[config.mk]
export PLATFORM = sky130hd
export DESIGN_NAME = ck_io_gpio
export DESIGN_NICKNAME = d
export VERILOG_FILES = /design/src/rtl/ck_io_gpio.sv
export SDC_FILE = /design/constraint.sdc
export NUM_CORES = 1
export LEC_CHECK = 0
export CAP_MARGIN = 20
export CORE_UTILIZATION = 24
export DETAILED_ROUTE_END_ITERATION = 8
export SYNTH_ARGS = -nofsm -noshare
export SYNTH_HDL_FRONTEND = slang
export SYNTH_SLANG_ARGS = --single-unit
[constraint.sdc]
create_clock -name aclk -period 2.5 [get_ports aclk]
set_clock_uncertainty 0.05 [all_clocks]
set_input_delay 0.625 -clock aclk [delete_from_list [all_inputs] [get_ports aclk]]
set_output_delay 0.625 -clock aclk [all_outputs]
set_load 0.02 [all_outputs]
[src/rtl/ck_io_gpio.sv]
// ck_io_gpio
// Register-programmed controller for the Arduino-header ck_io pins.
// Each pin can be a plain GPIO (direction + output data) or be handed to an
// alternate-function peripheral. Pad inputs are synchronised and fed to both
// the DATA_IN register and the peripheral. Rising/falling edges can latch
// sticky status bits that drive a level interrupt.
//
// Ports:
//   aclk, aresetn          clock, synchronous active-low reset
//   reg_wr, reg_rd         register access strobes (one access per cycle)
//   reg_addr[2:0]          word address
//   reg_wdata[31:0]        write data
//   reg_rdata[31:0]        read data, held until the next read
//   reg_ack                one-cycle acknowledge, the cycle after the access
//   io_i/io_o/io_t         pad input / output / tristate (1 = high-Z)
//   alt_o/alt_t            alternate-function peripheral output / tristate
//   alt_i                  synchronised pad input to the peripheral
//   irq                    OR of all IRQ_STATUS bits
//
// Bus handshake: a strobe (reg_wr or reg_rd) high at a rising edge is one
// access. There is no back-pressure; the access always completes at that edge
// and reg_ack is high for exactly the following cycle. If both strobes are
// high, only the write is performed and a single ack is returned.
module ck_io_gpio #(
    parameter int          N_PINS    = 14,
    parameter logic [31:0] DIR_RESET = 32'h0,
    parameter logic [31:0] OUT_RESET = 32'h0,
    parameter logic [31:0] ALT_RESET = 32'h3
) (
    input  logic              aclk,
    input  logic              aresetn,
    input  logic              reg_wr,
    input  logic              reg_rd,
    input  logic [2:0]        reg_addr,
    input  logic [31:0]       reg_wdata,
    output logic [31:0]       reg_rdata,
    output logic              reg_ack,
    input  logic [N_PINS-1:0] io_i,
    output logic [N_PINS-1:0] io_o,
    output logic [N_PINS-1:0] io_t,
    input  logic [N_PINS-1:0] alt_o,
    input  logic [N_PINS-1:0] alt_t,
    output logic [N_PINS-1:0] alt_i,
    output logic              irq
);

    localparam logic [2:0] ADDR_DATA_OUT = 3'd0;
    localparam logic [2:0] ADDR_DIR      = 3'd1;
    localparam logic [2:0] ADDR_DATA_IN  = 3'd2;
    localparam logic [2:0] ADDR_ALT_SEL  = 3'd3;
    localparam logic [2:0] ADDR_RISE_EN  = 3'd4;
    localparam logic [2:0] ADDR_FALL_EN  = 3'd5;
    localparam logic [2:0] ADDR_IRQ_STAT = 3'd6;

    localparam logic [N_PINS-1:0] DIR_RST = DIR_RESET[N_PINS-1:0];
    localparam logic [N_PINS-1:0] OUT_RST = OUT_RESET[N_PINS-1:0];
    localparam logic [N_PINS-1:0] ALT_RST = ALT_RESET[N_PINS-1:0];

    logic [N_PINS-1:0] data_out;
    logic [N_PINS-1:0] dir;
    logic [N_PINS-1:0] alt_sel;
    logic [N_PINS-1:0] rise_en;
    logic [N_PINS-1:0] fall_en;
    logic [N_PINS-1:0] irq_status;
    logic [N_PINS-1:0] s1, s2, s3;

    logic [N_PINS-1:0] wdata_n;
    logic [N_PINS-1:0] rise, fall;
    logic [N_PINS-1:0] set_bits;
    logic [N_PINS-1:0] clr_bits;
    logic [31:0]       rd_word;

    // Only the low N_PINS write-data bits are implemented; the rest are
    // deliberately dropped.
    logic unused_wdata;
    assign unused_wdata = ^reg_wdata;
    assign wdata_n      = reg_wdata[N_PINS-1:0];

    // s2 is the synchronised level; s3 is its one-cycle history.
    assign rise     = s2 & ~s3;
    assign fall     = ~s2 & s3;
    assign set_bits = (rise & rise_en) | (fall & fall_en);

    always_comb begin
        clr_bits = '0;
        if (reg_wr && reg_addr == ADDR_IRQ_STAT) begin
            clr_bits = wdata_n;
        end
    end

    // Read mux sees register state before any same-edge update.
    always_comb begin
        rd_word = '0;
        case (reg_addr)
            ADDR_DATA_OUT: rd_word[N_PINS-1:0] = data_out;
            ADDR_DIR:      rd_word[N_PINS-1:0] = dir;
            ADDR_DATA_IN:  rd_word[N_PINS-1:0] = s2;
            ADDR_ALT_SEL:  rd_word[N_PINS-1:0] = alt_sel;
            ADDR_RISE_EN:  rd_word[N_PINS-1:0] = rise_en;
            ADDR_FALL_EN:  rd_word[N_PINS-1:0] = fall_en;
            ADDR_IRQ_STAT: rd_word[N_PINS-1:0] = irq_status;
            default:       rd_word = '0;
        endcase
    end

    always_ff @(posedge aclk) begin
        if (!aresetn) begin
            data_out   <= OUT_RST;
            dir        <= DIR_RST;
            alt_sel    <= ALT_RST;
            rise_en    <= '0;
            fall_en    <= '0;
            irq_status <= '0;
            s1         <= '0;
            s2         <= '0;
            s3         <= '0;
            reg_rdata  <= '0;
            reg_ack    <= 1'b0;
        end else begin
            s1 <= io_i;
            s2 <= s1;
            s3 <= s2;

            // A new edge wins over a same-cycle W1C clear.
            irq_status <= set_bits | (irq_status & ~clr_bits);

            reg_ack <= reg_wr | reg_rd;

            if (reg_wr) begin
                case (reg_addr)
                    ADDR_DATA_OUT: data_out <= wdata_n;
                    ADDR_DIR:      dir      <= wdata_n;
                    ADDR_ALT_SEL:  alt_sel  <= wdata_n;
                    ADDR_RISE_EN:  rise_en  <= wdata_n;
                    ADDR_FALL_EN:  fall_en  <= wdata_n;
                    default:       ;
                endcase
            end else if (reg_rd) begin
                reg_rdata <= rd_word;
            end
        end
    end

    // Pin mux: alternate function overrides the GPIO registers per pin.
    assign io_o  = (alt_sel & alt_o) | (~alt_sel & data_out);
    assign io_t  = (alt_sel & alt_t) | (~alt_sel & ~dir);
    assign alt_i = s2;
    assign irq   = |irq_status;

endmodule

==> metrics.md, run 1 <==
| Metric | Value |
|---|---|
| Outcome | `finished with violations` |
| Failing checks | `DRC` |
| Top Ports | `157` |
| GR Overflow Total | `0` |
| Design Power | `~0.0053 W` |
| Vias in the first global route | `between 4k and 5k` |
| PwrDens | `617 nW/um^2` |
| Post-synthesis mux area share | `7.49%` |
| Layout cell share with drive strength beyond 1 | `roughly 13%` |
| Largest net degree at the start of global routing | `63` |
| Post-Route Setup TNS | `0 ns` |
| Ys async rst share | `0%` |
| Routed wire length | `19400 um` |
| Final Critical Period | `2.37 ns` |
| Initial Utilization | `around a quarter` |
| Setup crit end kind | `output pin` |
| First-pass GRT wire length | `29300 um` |
| Most frequent cells in the layout | `185 x nand2_1, 137 x dfxtp_1, 90 x clkdlybuf4s50_1` |
| Worst skew pair latency | `0.43 ns` |
| Drt wl/cell | `16.0 um` |
| Clk slew on worst S/H paths | `0.07 ns` |
| Worst hold slack | `around 0.38 ns` |
| Max-slew violations | `0` |
| #FFs+latches synth | `141` |
| Layout area overhead | `35.4%` |
| Setup slack, reg-to-reg | `roughly 1.2 ns` |
| Startpoint types | `register` |
| Post-Synth Adder-Cell Area | `0%` |
| Die Ht | `165 um` |
| DIE WIDTH | `165 um` |
| YS warnings | `0` |
| Via Count | `5377` |
| Critical path type | `reg2out` |
| CTS tree | `yes` |
| CTS Buf Count | `17` |
| Core area | `approximately 26000 sq um` |
| Endpoints failing setup | `0` |
| Slowest stage cell, crit path | `clkdlybuf4s15_1` |
| CP required | `between 1.5 and 2 ns` |
| Via-to-Cell Ratio | `4.45` |
| Post-synth EDFFs | `0` |
| VDD IR max | `342 uV` |
| Hold Fails Final Rpt | `0` |
| RSZ-0062 raised after global routing | `no` |
| Xor/xnor share of the synthesized area | `0%` |
| Post-synthesis compound-gate area fraction | `19.1%` |
| R2R Path Start | `rise_en[5]$_SDFFE_PN0P_` |
| Peak Freq | `0.422 GHz` |
| Reg2reg end | `reg_rdata[5]$_SDFFE_PN0P_` |
| Routed Antenna Nets | `0` |
| Worst min path class | `reg2reg` |
| 1st-iter DRT viols | `345` |
| Worst rel slew slack | `47.8%` |
| CP endpoint | `irq` |
| Final cell count without fillers | `1209` |
| R2r worst-path depth | `4` |
| Actual slew at the worst max-slew pin | `~0.78 ns` |
| Synth Cell Area | `6400 sq um` |
| Syn_area_per_cell | `8.72 sq um` |
| Cell Rows | `59` |
| Initial antenna violation count | `0` |
| H-tree Lvls | `4` |
| Commonest non-fill, non-tap cell in the layout | `nand2_1` |
| Gate count of the mapped netlist | `about 730` |
| Routability cong. | `0.822` |
| Initial DRT Pass Iterations | `8` |
| Diode count | `0` |
| Pleak | `3.27 nW` |
| CTS Sinks | `141` |
| Critical path launch point | `irq_status[8]$_SDFF_PN0_` |
| Port-buffer cells | `120` |
| Placed cells | `1177` |
| All-Layer GR Usage | `14.5%` |
| Layout Nets | `around 940` |
| Final Cycle Share | `94.7%` |
| DRC viols | `29` |
| Max stage delay on crit path | `around 0.34 ns` |
| Clk root buf | `clkbuf_16` |
| Sequential area share after synthesis | `44.1%` |
| Commonest register cell after synthesis | `dfxtp_1` |
| Clock tree buffer depth | `2` |
| Cell Chain, Critical Path | `nor4_1, buf_4, nand4_1, clkdlybuf4s15_1` |
| DIE AREA | `27300 sq um` |
| CP Max Fanout | `3` |
| Arr. time, crit path | `1.69 ns` |
| HPWL after DPL | `14100 um` |
| Largest family of logic cells by synthesized area | `simple AND/OR/NAND/NOR gates` |
| Simple-Gate Fraction of Synth Area | `23.3%` |
| Setup Buffers After CTS | `0` |
| # hold bufs at CTS | `0` |
| Synth unique cells | `43` |
| Maximum capacitance violations | `0` |
==> metrics by stage <==
step / area (sq um) / util, % / worst slack [ns]
4_1_cts: 8610 / 32.9 / 0.00162
6_report: 8660 / 33.1 / 0.132
5_1_grt: 8660 / 33.1 / 0.0241
2_1_floorplan: 6460 / - / 0.650
3_3_place_gp: 8060 / 30.8 / -0.153
3_5_place_dp: 8060 / 30.8 / -0.150
==> power breakdown <==
part | total [W] | internal (W) | leakage (nW) | switching [W]
Clock | 0.00244 | 0.00134 | 0.268 | 0.00111
Sequential | 0.00236 | 0.00230 | 1.15 | 0.0000514
Combinational | 0.000549 | 0.000268 | 1.86 | 0.000280
Total | 0.00535 | 0.00391 | 3.27 | 0.00144
==> synthesized netlist by cell type, types with 8 or more instances <==
cell         n  area share, %
o2bb2ai_1    8            1.1
clkbuf_1    21            1.2
a21boi_0    65            7.6
a21oi_1     22            1.7
buf_2       18            1.4
nand2b_1     9           0.88
buf_4       24            2.8
a22o_1       8            1.1
dfxtp_1    141             44
a211oi_1    13            1.5
nand3b_1    14            1.6
nor2_1       9           0.53
and2_1      51            5.0
mux2i_1     16            2.5
nand2_1    185             11
mux2_2      23            4.0
o21ai_0     36            2.8
nor2b_1     18            1.8
==> kinds of logic (layout without fill, tap and decap cells) <==
family | Yosys count | in the layout
buf+inv | 66 | 189
mux | 43 | 43
simple gates | 309 | 309
compound gates | 174 | 174
other cells | 1 | 18
flops | 141 | 141
==> layout make-up <==
class / instances / area (sq um)
sequential: 141 / 2830
fill: 2711 / 17500
multi-input combinational: 544 / 3260
timing repair buffer: 157 / 1590
clock inverter: 14 / 124
clock buffer: 18 / 439
tap: 335 / 419
==> flip-flops by register name, summed over array words and instances, names as in the netlist <==
name and flops:
irq_status 14, alt_i 14, fall_en 14, reg_rdata 14
data_out 14, s1 14, dir 14, rise_en 14
alt_sel 14, reg_ack 1, s3 14
==> layer usage <==
| layer | vias to the layer above | track usage [%] | part of all wire (%) |
|---|---|---|---|
| met5 | - | 0 | 0 |
| met4 | 0 | 4.46 | 1.7 |
| met3 | 21 | 3.85 | 6.7 |
| met2 | 172 | 21.3 | 42 |
| met1 | 2459 | 20.4 | 49 |
| li1 | 2725 | - | - |
==> worst max-delay path: cells and delay by family (launching register included) <==
family,cells,cell delay [ns]
flops,1,0.33
simple gates,2,0.43
buf+inv,2,0.51
==> what timing repair did <==
item	CTS	global route
setup endpoints to repair	11	20
resized for setup	11	23
pin swaps	0	0
==> worst min-delay path by stage <==
stage                          start                   to  slack, ns  cells after the start
finish              s1[9]$_SDFF_PN0_  alt_i[9]$_SDFF_PN0_       0.38                      1
global placement    s1[2]$_SDFF_PN0_  alt_i[2]$_SDFF_PN0_       0.36                      1
detailed placement  s1[0]$_SDFF_PN0_  alt_i[0]$_SDFF_PN0_       0.37                      1
CTS                 s1[0]$_SDFF_PN0_  alt_i[0]$_SDFF_PN0_       0.39                      1
global route        s1[2]$_SDFF_PN0_  alt_i[2]$_SDFF_PN0_       0.40                      1
floorplan           s1[0]$_SDFF_PN0_  alt_i[0]$_SDFF_PN0_       0.36                      1
No activity file was read; power rests on OpenSTA's default activity.
==> run 2: changes to the inputs <==
CORE_UTILIZATION = 53   (was 24)
PLACE_DENSITY = 0.85   (was unset)
==> run 2 against run 1 <==
  * The run still ends with DRC left
  * Final area down 3.4%
  * Register-to-register slack got worse by 0.03 ns
  * Clock-buffer cell count grew 1
  * Sequential power about the same
  * Hold slack got worse by 0.0032 ns
  * Critical path depth unchanged
  * Wire length fell by 5.3%
  * Maximum frequency is essentially flat
  * Via count increased by 8.4%
  * Sequential share of layout area rose by 1.1 points
  * Combinational power fell by 3%
  * Largest cell class unchanged
==> metrics.md, run 2 (synthesis gave the netlist of run 1 again) <==
| Metric | Value |
|---|---|
| Crit-path leading delay family | `buffers and inverters` |
| Clock tree buffer depth | `2 (unchanged)` |
| Worst min path class | `reg2reg` |
| CTS Buf Count | `17 (unchanged)` |
| Maximum capacitance violations | `0 (unchanged)` |
| All-Layer GR Usage | `29.5% (+15 points)` |
| DRC viols | `10 (-66%)` |
| Die Ht | `112 um (-32%)` |
| Final Cycle Share | `94.8% (about the same)` |
| Routability cong. | `0.856 (+4.1%)` |
| Final Critical Period | `2.37 ns (+0.00228 ns)` |
| Design Power | `0.00555 W (+3.8%)` |
| Actual slew at the worst max-slew pin | `0.830 ns (+0.0479 ns)` |
| VDD IR max | `374 uV (+9.4%)` |
| Most frequent cells in the layout | `185 x nand2_1, 141 x dfxtp_1, 90 x clkdlybuf4s50_1` |
| H-tree Lvls | `4 (unchanged)` |
| 1st-iter DRT viols | `636 (+84%)` |
| Clk slew on worst S/H paths | `0.06 ns (about the same)` |
| Setup ws final | `0.130 ns (-0.00228 ns)` |
| Filler cell count | `887 (-67%)` |
| R2R Path Start | `fall_en[2]$_SDFFE_PN0P_` |
| DIE AREA | `12500 sq um (-54%)` |
| Setup crit end kind | `output pin` |
| First-pass GRT wire length | `28600 um (-2.3%)` |
| CP Max Fanout | `1 (-2)` |
| Cell Chain, Critical Path | `clkdlybuf4s50_1, nand2_1, o21ai_0, dlygate4sd2_1` |
| Max stage delay on crit path | `0.49 ns (+0.15 ns)` |
| Setup Buffers After CTS | `0 (unchanged)` |
| Hold Crit Start | `s1[13]$_SDFF_PN0_` |
| Fin area | `8360 sq um (-3.4%)` |
| GR Overflow Total | `0 (unchanged)` |
| PwrDens | `663 nW/um^2 (+7.5%)` |
| Peak Freq | `0.422 GHz (about the same)` |
| Fin util | `72.0% (+39 points)` |
| Port-buffer cells | `120 (unchanged)` |
| Layout cell share with drive strength beyond 1 | `11.2% (-1.4 points)` |
| Layout area overhead | `30.7%` |
| RSZ-0062 raised after global routing | `no` |
| DIE WIDTH | `112 um (-32%)` |
| Critical path buffers and inverters | `2 (unchanged)` |
| CTS tree | `yes` |
| Worst skew pair latency | `0.41 ns (-0.02 ns)` |
| Endpoints failing setup | `0 (unchanged)` |
| Slowest stage cell, crit path | `clkdlybuf4s50_1` |
| Failing checks | `DRC` |
| Critical path launch point | `alt_t[5]` |
| Initial Utilization | `55.1% (+31 points)` |
| Max-slew violations | `0 (unchanged)` |
| Commonest non-fill, non-tap cell in the layout | `nand2_1` |
| Cell Rows | `39 (-34%)` |
| Clk root buf | `clkbuf_16` |
| Layout Nets | `934 (-0.85%)` |
| Largest net degree at the start of global routing | `85 (+35%)` |
| Via Count | `5826 (+8.4%)` |
| Post-Place Worst Slack | `-0.162 ns (-0.0118 ns)` |
| CTS Sinks | `141 (unchanged)` |
| Worst rel slew slack | `44.6% (-3.2 points)` |
| Top Ports | `157 (unchanged)` |
| Hold Fails Final Rpt | `0 (unchanged)` |
| Core area | `11600 sq um (-56%)` |
| Pleak | `3.18 nW (-2.9%)` |
| Diode count | `0 (unchanged)` |
| Arr. time, crit path | `1.70 ns (about the same)` |
| HPWL after DPL | `12800 um (-8.8%)` |
| Routed Antenna Nets | `0 (unchanged)` |
| CP required | `1.82 ns (about the same)` |
| Vias in the first global route | `5526 (+12%)` |
| Drt wl/cell | `18.2 um (+13%)` |
| Initial antenna violation count | `0 (unchanged)` |
| Initial DRT Pass Iterations | `7 (-1)` |
| DP Area | `7730 sq um (-4.1%)` |
| Via-to-Cell Ratio | `5.77 (+30%)` |
| Startpoint types | `input pin` |
| Outcome | `finished with violations` |
| Critical path type | `in2out` |
| Routed wire length | `18300 um (-5.3%)` |
[run 2: power by group]
part / internal [W] / switching (W) / total, W
Combinational: 0.000255 / 0.000279 / 0.000535
Clock: 0.00168 / 0.000982 / 0.00266
Sequential: 0.00231 / 0.0000499 / 0.00236
Total: 0.00424 / 0.00131 / 0.00555
[run 2: final timing paths]
kind / endpoint / slack, ns / cells after the start
setup / recovery: io_t[5] / 0.13 / 4
hold / removal: alt_i[13]$_SDFF_PN0_ / 0.38 / 1
setup reg to reg: reg_rdata[2]$_SDFFE_PN0P_ / 1.12 / 4
hold reg to reg: alt_i[13]$_SDFF_PN0_ / 0.38 / 1
[run 2: per-layer routing]
| metal | vias to the layer above | track usage, % | part of all wire (%) |
|---|---|---|---|
| met4 | 0 | 12.0 | 2.0 |
| met5 | - | 0 | 0 |
| li1 | 2712 | - | - |
| met3 | 38 | 7.46 | 9.9 |
| met1 | 2745 | 39.3 | 43 |
| met2 | 331 | 45.7 | 45 |
[run 2: layout make-up]
type	instances	area (sq um)	share of cell area, %
multi-input combinational	544	3270	39.1
sequential	141	2820	33.8
timing repair buffer	149	1470	17.6
clock buffer	19	433	5.18
clock inverter	13	190	2.27
tap	143	179	2.14
[run 2: worst reg2reg max path, cell delays in order (launching register included)]
cell and delay (ns):
dfxtp_1 0.33, mux2_2 0.27, a221oi_1 0.25, a211oi_1 0.09, a221o_1 0.28
[run 2: what timing repair did]
item,in CTS,in global routing
resized for setup,19,11
hold buffers,0,0
endpoints found under the setup margin,18,11
[run 2: metrics by stage]
stage	setup TNS (ns)	instances	hold slack, ns
2_1_floorplan	0	751	0.362
3_3_place_gp	-0.580	977	0.363
3_5_place_dp	-1.10	977	0.368
4_1_cts	0	1009	0.382
5_1_grt	0	1009	0.396
6_report	0	1009	0.381
==> run 3: changes to the inputs <==
CORE_UTILIZATION = 50   (was 53)
PLACE_DENSITY = 0.81   (was 0.85)
clock period = 2.4 ns   (was 2.5 ns; I/O delays follow)
==> run 3 against run 2 <==
  * The run now ends clean
  * Final cell count rose by 2.6%
  * Hold slack better by 0.0019 ns
  * Wire length shrank 0.14%
  * Sequential share of layout area is essentially flat
  * Critical endpoint is now irq
  * Largest cell class unchanged
==> metrics.md, run 3 (synthesis gave the netlist of run 1 again) <==
| Metric | Value |
|---|---|
| Setup crit end kind | `output pin` |
| First-pass GRT wire length | `28600 um (about the same)` |
| Critical path buffers and inverters | `2 (unchanged)` |
| H-tree Lvls | `4 (unchanged)` |
| Placed cells | `1003 (+2.7%)` |
| Commonest non-fill, non-tap cell in the layout | `nand2_1` |
| Via Count | `5764 (-1.1%)` |
| Initial DRT Pass Iterations | `5 (-2)` |
| Final Critical Period | `2.31 ns` |
| Clock tree buffer depth | `2 (unchanged)` |
| VDD IR max | `412 uV (+10%)` |
| Die Ht | `115 um (+2.9%)` |
| Max stage delay on crit path | `0.36 ns (-0.13 ns)` |
| Hold Fails Final Rpt | `0 (unchanged)` |
| Setup Buffers After CTS | `0 (unchanged)` |
| Final Cycle Share | `between 90% and 100%` |
| Via-to-Cell Ratio | `5.57 (-3.5%)` |
| Port-buffer cells | `120 (unchanged)` |
| Worst min path class | `reg2reg` |
| CP Max Fanout | `3 (+2)` |
| Routed Antenna Nets | `0 (unchanged)` |
| Slowest stage cell, crit path | `dlygate4sd2_1` |
| Peak Freq | `approximately 0.43 GHz` |
| CTS Sinks | `141 (unchanged)` |
| DIE WIDTH | `115 um (+2.9%)` |
| Critical path type | `reg2out` |
| # hold bufs at CTS | `0 (unchanged)` |
| 1st-iter DRT viols | `680 (+6.9%)` |
| Vias in the first global route | `5561 (+0.63%)` |
| RSZ-0062 raised after global routing | `no` |
| Endpoints failing setup | `0 (unchanged)` |
| Cell Rows | `40 (+2.6%)` |
| Clk slew on worst S/H paths | `0.06 ns (about the same)` |
| DIE AREA | `13300 sq um (+5.9%)` |
| Max-slew violations | `0 (unchanged)` |
| Final cell count without fillers | `1035 (+2.6%)` |
| Initial Utilization | `52.2% (-2.9 points)` |
| PwrDens | `697 nW/um^2 (+5.1%)` |
| Crit-path leading delay family | `buffers and inverters` |
| Worst rel slew slack | `56.8% (+12 points)` |
| Actual slew at the worst max-slew pin | `0.647 ns (-0.183 ns)` |
| Area of the multi-input gates | `3260 sq um (-0.19%)` |
| Clk root buf | `clkbuf_16` |
| Arr. time, crit path | `1.66 ns (-0.04 ns)` |
| DRC viols | `0 (-10)` |
| Most frequent cells in the layout | `185 x nand2_1, 141 x dfxtp_1, 90 x clkdlybuf4s50_1` |
| Register area | `2820 sq um (unchanged)` |
| All-Layer GR Usage | `28.7% (-0.80 points)` |
| CTS Buf Count | `17 (unchanged)` |
| GR Overflow Total | `0 (unchanged)` |
| Largest net degree at the start of global routing | `67 (-21%)` |
| Cell Chain, Critical Path | `nor4_1, buf_4, nand4_1, dlygate4sd2_1` |
| Worst hold slack | `0.383 ns (+0.00193 ns)` |
| CTS tree | `yes` |
| CP required | `1.75 ns (-0.07 ns)` |
| Layout Nets | `935 (+0.11%)` |
| Outcome | `completed` |
| Layout cell share with drive strength beyond 1 | `11.4% (+0.22 points)` |
| Startpoint types | `register` |
| Filler cell count | `969 (+9.2%)` |
| Layout area overhead | `30.8% (about the same)` |
| Pleak | `3.10 nW (-2.5%)` |
| Drt wl/cell | `17.7 um (-2.7%)` |
| Post-Route Setup TNS | `0 ns (unchanged)` |
| Routed wire length | `18300 um (-0.14%)` |
| Worst skew pair latency | `0.42 ns (about the same)` |
| Routability cong. | `0.917 (+7.1%)` |
| Diode count | `0 (unchanged)` |
| Top Ports | `157 (unchanged)` |
| Fin util | `68.3% (-3.7 points)` |
| Maximum capacitance violations | `0 (unchanged)` |
| HPWL after DPL | `12700 um (-1.3%)` |
| Core area | `12300 sq um (+5.6%)` |
| Initial antenna violation count | `0 (unchanged)` |
==> run 3: what timing repair did <==
| item | in CTS | in global routing |
|---|---|---|
| gates resized for setup | 29 | 0 |
| endpoints found under the setup margin | 29 | 0 |
| hold endpoints to repair | 0 | 0 |
==> run 3: area by class of cell <==
cell class | instances | area share, %
timing repair buffer | 150 | 17.1
clock buffer | 19 | 5.41
clock inverter | 13 | 2.23
sequential | 141 | 33.7
multi-input combinational | 544 | 39.0
tap | 168 | 2.51
==> run 3: layer usage <==
metal / share of wire [%] / vias up / GRT usage, %
li1: - / 2704 / -
met1: 42 / 2693 / 37.8
met2: 46 / 327 / 45.6
met3: 10 / 40 / 6.75
met4: 2.1 / 0 / 11.2
met5: 0 / - / 0
==> run 3: final timing paths <==
check | endpoint | slack, ns | depth (start not counted) | start
setup / recovery | irq | 0.09 | 4 | irq_status[8]$_SDFF_PN0_
hold / removal | alt_i[1]$_SDFF_PN0_ | 0.38 | 1 | s1[1]$_SDFF_PN0_
setup reg to reg | reg_rdata[9]$_SDFFE_PN0P_ | 1.02 | 4 | rise_en[9]$_SDFFE_PN0P_
hold reg to reg | alt_i[1]$_SDFF_PN0_ | 0.38 | 1 | s1[1]$_SDFF_PN0_
==> run 3: power breakdown <==
part           internal, W  leakage (nW)  switching (W)  total (W)
Clock              0.00180         0.314        0.00103    0.00283
Sequential         0.00240          1.15      0.0000529    0.00245
Combinational     0.000263          1.64       0.000289   0.000552
==> run 3: worst register-to-register path, cell delays in order, from the launching register on <==
cell      delay (ns)
dfxtp_1         0.34
mux2_4          0.31
a221oi_2        0.24
a211oi_1        0.07
a221o_1         0.26
==> run 3: through the flow <==
step / total power (W) / setup WS (ns) / instance area (sq um)
2_1_floorplan: 0.00280 / 0.575 / 6460
3_3_place_gp: 0.00305 / -0.100 / 7770
3_5_place_dp: 0.00306 / -0.122 / 7770
4_1_cts: 0.00585 / 0.0836 / 8370
5_1_grt: 0.00600 / 0.0602 / 8370
6_report: 0.00583 / 0.0926 / 8370
==> variant: new RTL, settings of run 1 <==
The parameter `N_PINS` goes from 14 to 13.
--- a/src/rtl/ck_io_gpio.sv
+++ b/src/rtl/ck_io_gpio.sv
@@ -22,7 +22,7 @@
 // and reg_ack is high for exactly the following cycle. If both strobes are
 // high, only the write is performed and a single ack is returned.
 module ck_io_gpio #(
-    parameter int          N_PINS    = 14,
+    parameter int          N_PINS    = 13,
     parameter logic [31:0] DIR_RESET = 32'h0,
     parameter logic [31:0] OUT_RESET = 32'h0,
     parameter logic [31:0] ALT_RESET = 32'h3
Ports: changed (6 resized); port bits go from 157 to 151. The function was not compared with the original's and may differ.
==> variant against run 1 <==
- synthesized area decreased by 6.8%
- power fell by 0.54%
- routed wire length shrank 9.1%
- first-iteration DRC count down 4.1%
- critical endpoint is now io_o[3]
- cell area is 6.2% lower
- sequential cell count decreased by 10
- via count down 5.1%
- critical path depth decreased by 1
- highest routed layer unchanged
- die area decreased by 6.7%
- setup slack got worse by 110 ps
- sequential share of layout area fell by 0.32 points
==> variant: results (changes against run 1) <==
share of layout cells above drive strength 1=11.6% (was 12.6%); Compound-Gate Fraction of Synth Area=18.8% (was 19.1%); M1 WL=8.81 mm (was 9.57 mm); via density per instance=4.46 (was 4.45); first-pass GRT wire length=27.5 mm (was 29.3 mm); mux share of post-synthesis cell area=7.28% (was 7.49%); number of global-route vias before repair=4735 (was 4924); post-DP HPWL=12.4 mm (was 14.1 mm); crit-path max FO=1 (was 3); combinational power=0.506 mW (was 0.549 mW); Vias=5101 (was 5377); max incr delay on CP=530 ps (was 340 ps); first element of the critical path=alt_o[3] (was irq_status[8]); worst r2r src=fall_en[5] (was rise_en[5]); slowest stage cell, crit path=clkdlybuf4s50_1 (was clkdlybuf4s15_1); M2 GR Usage=21.5% (was 21.3%); dpl cells=1112 (was 1177); R2R depth=4 (unchanged); largest net degree at the start of global routing=100 (was 63); Sw Share=23.8% (was 26.9%); Commonest cells post-synth=nand2_1 (173), dfxtp_1 (131), a21boi_0 (58) (was nand2_1 (185), dfxtp_1 (141), a21boi_0 (65)); Sequential Power Share=41.1% (was 44.1%); Synth area leaders=dfxtp_1 (44%), nand2_1 (11%), a21boi_0 (7.3%) (was dfxtp_1 (44%), nand2_1 (11%), a21boi_0 (7.6%)); drt pass-1 iters=5 (was 8); M1 GR Usage=19.8% (was 20.4%); Final nets=885 (was 942); routed length per placed instance=15.4 um (was 16.0 um); GP Congestion=0.813 (was 0.822); IO buf count=112 (was 120); placed cell area=7470 sq um (was 8060 sq um); DRT iter0 DRCs=331 (was 345); Worst Setup EP=io_o[3] (was irq); Logic pwr share=9.5% (was 10.3%); status=finished clean (was complete, but fails checks); met3 Use GR=2.73% (was 3.85%); post-synthesis sequential area ratio=44.0% (was 44.1%); Netlist cell types=40 (was 43); Max rail drop VDD=0.000362 V (was 0.000342 V); metal3 WL=811 um (was 1.30 mm); cell count after synthesis=689 (was 734)
variant: cell type report:
type	count	area, sq um
multi-input combinational	515	3060
tap	324	405
sequential	131	2630
clock buffer	19	433
timing repair buffer	142	1420
clock inverter	13	185
fill	2477	16200
variant: repair_timing:
action                     in CTS  in global routing
resized for setup              12                 17
hold buffers                    0                  0
setup endpoints to repair      12                 16
variant: worst min path at each step:
stage / from / end / slack [ps] / cells after the start
floorplan: s1[0] / alt_i[0] / 360 / 1
finish: s1[3] / alt_i[3] / 380 / 1
CTS: s1[3] / alt_i[3] / 380 / 1
global route: s1[10] / alt_i[10] / 390 / 1
global placement: s1[11] / alt_i[11] / 360 / 1
detailed placement: s1[3] / alt_i[3] / 370 / 1
variant: per-stage QoR:
stage               setup slack (ps)  TNS [ps]
floorplan                        606         0
global placement               -20.3     -41.4
detailed placement             -26.9     -89.7
CTS                             2.60         0
global route                    5.95         0
finish                          21.7         0
